==> src/rtl/ahb_prio_arbiter.sv <==
// AHB priority arbiter: fixed-priority grant with burst tracking and locked-transfer hold.
// Optional macro AHB_ARB_RR_EN turns priority ties into round-robin instead of lowest-index.
module ahb_prio_arbiter #(
    parameter int MAS_NUM = 4,
    parameter int PRIO_W  = 2
) (
    input  logic                      hclk,
    input  logic                      hreset_n,
    input  logic [MAS_NUM-1:0]        hbusreq,
    input  logic [MAS_NUM-1:0]        hlock,
    input  logic [MAS_NUM*PRIO_W-1:0] hprior,
    input  logic [1:0]                htrans,
    input  logic [2:0]                hburst,
    input  logic                      hready,
    output logic [MAS_NUM-1:0]        hgrant,
    output logic [$clog2(MAS_NUM)-1:0] hmaster,
    output logic                      hmastlock
);
    localparam int IDX_W = $clog2(MAS_NUM);
    localparam logic [1:0] TR_IDLE   = 2'd0;
    localparam logic [1:0] TR_BUSY   = 2'd1;
    localparam logic [1:0] TR_NONSEQ = 2'd2;
    localparam logic [1:0] TR_SEQ    = 2'd3;
    localparam logic [MAS_NUM-1:0] GRANT_M0 = {{(MAS_NUM-1){1'b0}}, 1'b1};

    typedef enum logic [1:0] {
        ST_PARK   = 2'd0,
        ST_GRANT  = 2'd1,
        ST_BURST  = 2'd2,
        ST_LOCKED = 2'd3
    } state_t;

    state_t             r_state;
    logic [MAS_NUM-1:0] r_grant;
    logic [IDX_W-1:0]   r_hmaster;
    logic               r_mastlock;
    logic [3:0]         r_burst_cnt;
`ifdef AHB_ARB_RR_EN
    logic [IDX_W-1:0]   r_rr_ptr;
`endif

    logic [IDX_W-1:0]   w_own_idx;
    logic               w_own_lock;
    logic [PRIO_W-1:0]  w_prio [MAS_NUM];
    logic [IDX_W-1:0]   w_scan [MAS_NUM];
    logic               w_any_req;
    logic [IDX_W-1:0]   w_win_idx;
    logic [PRIO_W-1:0]  w_win_prio;
    logic [MAS_NUM-1:0] w_win_onehot;
    logic [3:0]         w_burst_len;
    logic               w_open;

    // Owner index from the one-hot grant, and that owner's lock request.
    always_comb begin
        w_own_idx = '0;
        for (int i = 0; i < MAS_NUM; i++) begin
            w_own_idx = w_own_idx | (r_grant[i] ? IDX_W'(i) : {IDX_W{1'b0}});
        end
        w_own_lock = hlock[w_own_idx];
    end

    // Scan order for the priority search; the first strictly-higher candidate wins ties.
    always_comb begin
        for (int k = 0; k < MAS_NUM; k++) begin
            w_prio[k] = hprior[k*PRIO_W +: PRIO_W];
`ifdef AHB_ARB_RR_EN
            w_scan[k] = IDX_W'((int'(r_rr_ptr) + 1 + k) % MAS_NUM);
`else
            w_scan[k] = IDX_W'(k);
`endif
        end
    end

    // Highest-priority requester search.
    always_comb begin
        w_any_req  = 1'b0;
        w_win_idx  = '0;
        w_win_prio = '0;
        for (int k = 0; k < MAS_NUM; k++) begin
            if (hbusreq[w_scan[k]] && (!w_any_req || (w_prio[w_scan[k]] > w_win_prio))) begin
                w_any_req  = 1'b1;
                w_win_idx  = w_scan[k];
                w_win_prio = w_prio[w_scan[k]];
            end else begin
                w_any_req  = w_any_req;
            end
        end
        w_win_onehot = GRANT_M0 << w_win_idx;
    end

    // Remaining-beat preload for fixed-length bursts; zero means no burst tracking.
    always_comb begin
        case (hburst)
            3'd2, 3'd3: w_burst_len = 4'd3;
            3'd4, 3'd5: w_burst_len = 4'd7;
            3'd6, 3'd7: w_burst_len = 4'd15;
            default:    w_burst_len = 4'd0;
        endcase
    end

    // Decide whether this edge re-arbitrates; a held lock always blocks it.
    always_comb begin
        case (r_state)
            ST_PARK:   w_open = ~w_own_lock;
            ST_GRANT:  w_open = ~w_own_lock & ~((htrans == TR_NONSEQ) && (w_burst_len != 4'd0));
            ST_BURST:  w_open = ~w_own_lock & (((htrans == TR_SEQ) && (r_burst_cnt == 4'd1)) ||
                                               (htrans == TR_IDLE) || (htrans == TR_NONSEQ));
            ST_LOCKED: w_open = ~w_own_lock;
            default:   w_open = 1'b0;
        endcase
    end

    // Arbiter FSM with registered grant, owner index and lock outputs.
    always_ff @(posedge hclk or negedge hreset_n) begin
        if (!hreset_n) begin
            r_state     <= ST_PARK;
            r_grant     <= GRANT_M0;
            r_hmaster   <= '0;
            r_mastlock  <= 1'b0;
            r_burst_cnt <= 4'd0;
`ifdef AHB_ARB_RR_EN
            r_rr_ptr    <= '0;
`endif
        end else if (hready) begin
            r_hmaster  <= w_own_idx;
            r_mastlock <= w_own_lock;
            if (w_own_lock) begin
                r_state     <= ST_LOCKED;
                r_burst_cnt <= 4'd0;
            end else if (w_open) begin
                r_burst_cnt <= 4'd0;
                if (w_any_req) begin
                    r_grant <= w_win_onehot;
                    r_state <= ST_GRANT;
`ifdef AHB_ARB_RR_EN
                    r_rr_ptr <= w_win_idx;
`endif
                end else begin
                    r_grant <= GRANT_M0;
                    r_state <= ST_PARK;
                end
            end else begin
                case (r_state)
                    ST_GRANT: begin
                        r_state     <= ST_BURST;
                        r_burst_cnt <= w_burst_len;
                    end
                    ST_BURST: begin
                        if (htrans == TR_SEQ) begin
                            r_burst_cnt <= r_burst_cnt - 4'd1;
                        end else begin
                            r_burst_cnt <= r_burst_cnt;
                        end
                    end
                    default: r_state <= r_state;
                endcase
            end
        end else begin
            r_state <= r_state;
        end
    end

    assign hgrant    = r_grant;
    assign hmaster   = r_hmaster;
    assign hmastlock = r_mastlock;

    // BUSY only matters by not decrementing; named here for readability of the encoding.
    logic w_unused_busy;
    assign w_unused_busy = (htrans == TR_BUSY);
endmodule

==> config.mk <==
export PLATFORM = sky130hd
export DESIGN_NAME = ahb_prio_arbiter
export DESIGN_NICKNAME = d
export VERILOG_FILES = /design/src/rtl/ahb_prio_arbiter.sv
export SDC_FILE = /design/constraint.sdc
export NUM_CORES = 1
export LEC_CHECK = 0
export CAP_MARGIN = 20
export CORE_MARGIN = 2
export CORE_UTILIZATION = 25
export DETAILED_ROUTE_END_ITERATION = 10
export PLACE_DENSITY = 0.49
export SLEW_MARGIN = 20
export SYNTH_ARGS = -nofsm -noshare
export SYNTH_HDL_FRONTEND = slang
export SYNTH_SLANG_ARGS = --single-unit
==> constraint.sdc <==
create_clock -name hclk -period 1.88 [get_ports hclk]
set_input_delay 0.376 -clock hclk [delete_from_list [all_inputs] [get_ports hclk]]
set_output_delay 0.376 -clock hclk [all_outputs]
set_load 0.05 [all_outputs]
==> impl_results.md <==
- Mapped Nets: 147
- Fraction of registers with async set/reset: 1.000
- Grt ovf: 0
- Post-synth EDFFs: 0
- Antenna Cells: 0
- Worst r2r src: r_state[0]
- Fin Setup TNS: -5.291 ns
- Row count: 23
- Chip height: 68.53 um
- Syn avg cell area: 9.212 um2
- Wire length on met2: 1352 um
- Initial drt markers: 48
- Setup crit start: hprior[1]
- Post-synth cell types: 36
- Worst reg2reg path depth: 7
- Fin crit period: 3.241 ns
- Via density: 4.680
- Synthesized area: 0.001041 mm2
- Failing checks: setup timing
- Cell taking the most area after synthesis: dfrtp_1
- Most used DFF post-synth: dfrtp_1
- Final HPWL DP: 2174 um
- Power per cell area: 1033 mW/mm2
- Chip Width: 68.53 um
- Root buf cell: clkbuf_8
- Slew of the pin with the lowest slew margin: 0.4924 ns
- P&R area growth vs syn: 73.56%
- Port buffer count: 29
- Maximum vdd drop: 416.4 uV
- Worst Path Required: 2.02 ns
- Unrepaired setup endpoints after global routing: true
- Area contributors post-synth: dfrtp_1 (29%), ha_1 (12%), mux2_4 (5.8%), nand2_1 (4.7%), mux2_2 (4.3%)
- Final Hold Fails: 0
- Post-synth top area share: 0.2885
- Core footprint: 0.004000 mm2
- Initial antenna violation count: 0
- Synthesis Warnings: 0
- DRC violations left: 0
- Clk buf depth: 2
- Highest metal used: met4
- Crit end category: flip-flop
- Fin Clk Skew: 0.001688 ns
- Tightest Hold Check Type: in2async
- Clk Latency, worst-skew pair: 0.25 ns
- Gr usage total: 0.1296
- Largest net degree at the start of global routing: 14
- H-tree lvl count: 1
- MaxCap Viol Count: 0
- Slew margin rel.: 0.6707
- Vias: 1039
- Setup Crit Path Kind: in2reg
- Met3 WL: 100 um
- Share of layout cells above drive strength 1: 0.4186
- Sink Count: 13
- Final worst slack: -1.361 ns
- Synth cell count leaders: nand2_1 (13), dfrtp_1 (12), ha_1 (10)
- ANT nets after route: 0
- Final setup violation count: 4
- Startpoint Class: primary input
- Routed length per instance: 12.37 um
- Crit-path max FO: 4
- Leakage Power: 0.8250 nW
- Placement Setup Slack: -2.332 ns
- Global-route wire length before repair: 4498 um
- Status: finished with violations
- Worst-path clk slew: 0.06 ns
- #FFs+latches synth: 13
- Tcrit/Tclk final: 1.724
- Syn Inst Count: 113
- Max Slew Vio Count: 0
- Most frequent cell after synthesis: nand2_1
- CTS tree: done
- IO Count: 31
- Seq/Total Area, Yosys: 0.3137
- GP Congestion: 0.8892
- Vias in the first global route: 1057
- Arr. time, crit path: 3.38 ns
- Final wirelength: 2747 um
- # nets final: 207
- First-pass iteration count of the detailed router: 4
- Cts bufs inserted: 3
- Initial Util: 0.2602
- Metal-1 WL: 1217 um
- Die area: 0.004696 mm2
- Max Clock Freq: 0.3085 GHz
[routing by layer]
metal,vias to the layer above,track usage
li1,523,-
met1,485,0.1595
met2,24,0.2200
met3,7,0.01461
met4,0,0.07000
met5,-,0
[critical path: stages]
cell and delay, ns:
buf_6 0.09, nand2_8 0.05, ha_4 0.25, nor2b_4 0.13
o21ai_2 0.06, a21boi_2 0.19, mux2_4 0.34, ha_4 0.22
nor2b_4 0.13, o311ai_4 0.29, nor2_1 0.09, a21o_1 0.19
ha_4 0.25, nor2b_4 0.12, o21a_1 0.17, o21a_1 0.17
mux2_4 0.25
[state kept, by name (all words and copies together), names as in the netlist]
register / count
hmaster: 2
hmastlock: 1
r_state: 2
hgrant: 4
r_burst_cnt: 4
[final cells by class]
class	count	area, um2
Fill cell	373	2193
Multi-Input combinational cell	88	844.6
Timing Repair Buffer	58	494.2
Sequential cell	13	326.6
Tap cell	50	62.56
Clock buffer	4	45.04
Inverter	9	33.78
[path summary, 6_finish.rpt]
path / end / slack, ns
min: r_burst_cnt[2] / 0.44
max in group asynchronous: hgrant[0] / 1.21
min reg2reg: hmastlock / 0.52
max: hgrant[3] / -1.36
max reg2reg: hgrant[2] / 0.08
min in group hclk: hmastlock / 0.52
[per-stage QoR]
step           power [mW]  hold WS (ns)  utilization  cell area (um2)  instances
2_1_floorplan       1.143       0.08041            -             1134        113
3_3_place_gp        1.518        0.5051       0.4135             1654        215
3_5_place_dp        1.529        0.5011       0.4135             1654        215
4_1_cts             1.836        0.4445       0.4398             1759        221
5_1_grt             1.998        0.4602       0.4517             1807        222
6_report            1.867        0.4368       0.4517             1807        222
[timing repair]
action / CTS / global route
gates resized for setup: 31 / 11
pin swaps: 16 / 15
hold buffers: 0 / 0
setup buffers: 2 / 1
setup endpoints to repair: 7 / 7
[logic make-up (layout without fill, tap and decap cells)]
group,count (synthesis),in the layout,synth area share
compound gates,29,29,0.2200
flops,13,13,0.3137
buf+inv,12,71,0.04447
mux,9,9,0.1106
fa+ha+maj,10,10,0.1202
simple gates,39,39,0.1827
xor+xnor,1,1,0.008415
[cell usage in the layout (no fill, tap or decap), types with 2 or more instances in the layout]
| cell type | netlist | final |
|---|---|---|
| nor2b_4 | 0 | 3 |
| buf_6 | 0 | 3 |
| buf_2 | 1 | 2 |
| buf_4 | 0 | 33 |
| a32o_1 | 2 | 2 |
| nand2_1 | 13 | 11 |
| clkdlybuf4s50_1 | 0 | 17 |
| clkbuf_8 | 0 | 3 |
| o21ai_0 | 7 | 4 |
| a22o_1 | 2 | 2 |
| o21ai_1 | 1 | 3 |
| nor3_1 | 4 | 3 |
| ha_1 | 10 | 4 |
| dfrtp_1 | 12 | 12 |
| o21a_1 | 2 | 2 |
| nor2_1 | 9 | 9 |
| mux2_4 | 4 | 7 |
| a21o_1 | 2 | 2 |
| a21oi_1 | 4 | 4 |
| inv_1 | 9 | 8 |
| ha_4 | 0 | 6 |
| nor2b_1 | 5 | 2 |
[report_power, final]
part           leakage [nW]  internal, mW  total [mW]  switching [mW]
clock                0.0228         0.150       0.261           0.111
combinational         0.641         0.543        1.14           0.597
sequential            0.161         0.380       0.465          0.0847
Note: power is estimated with default switching activity, not from simulation.
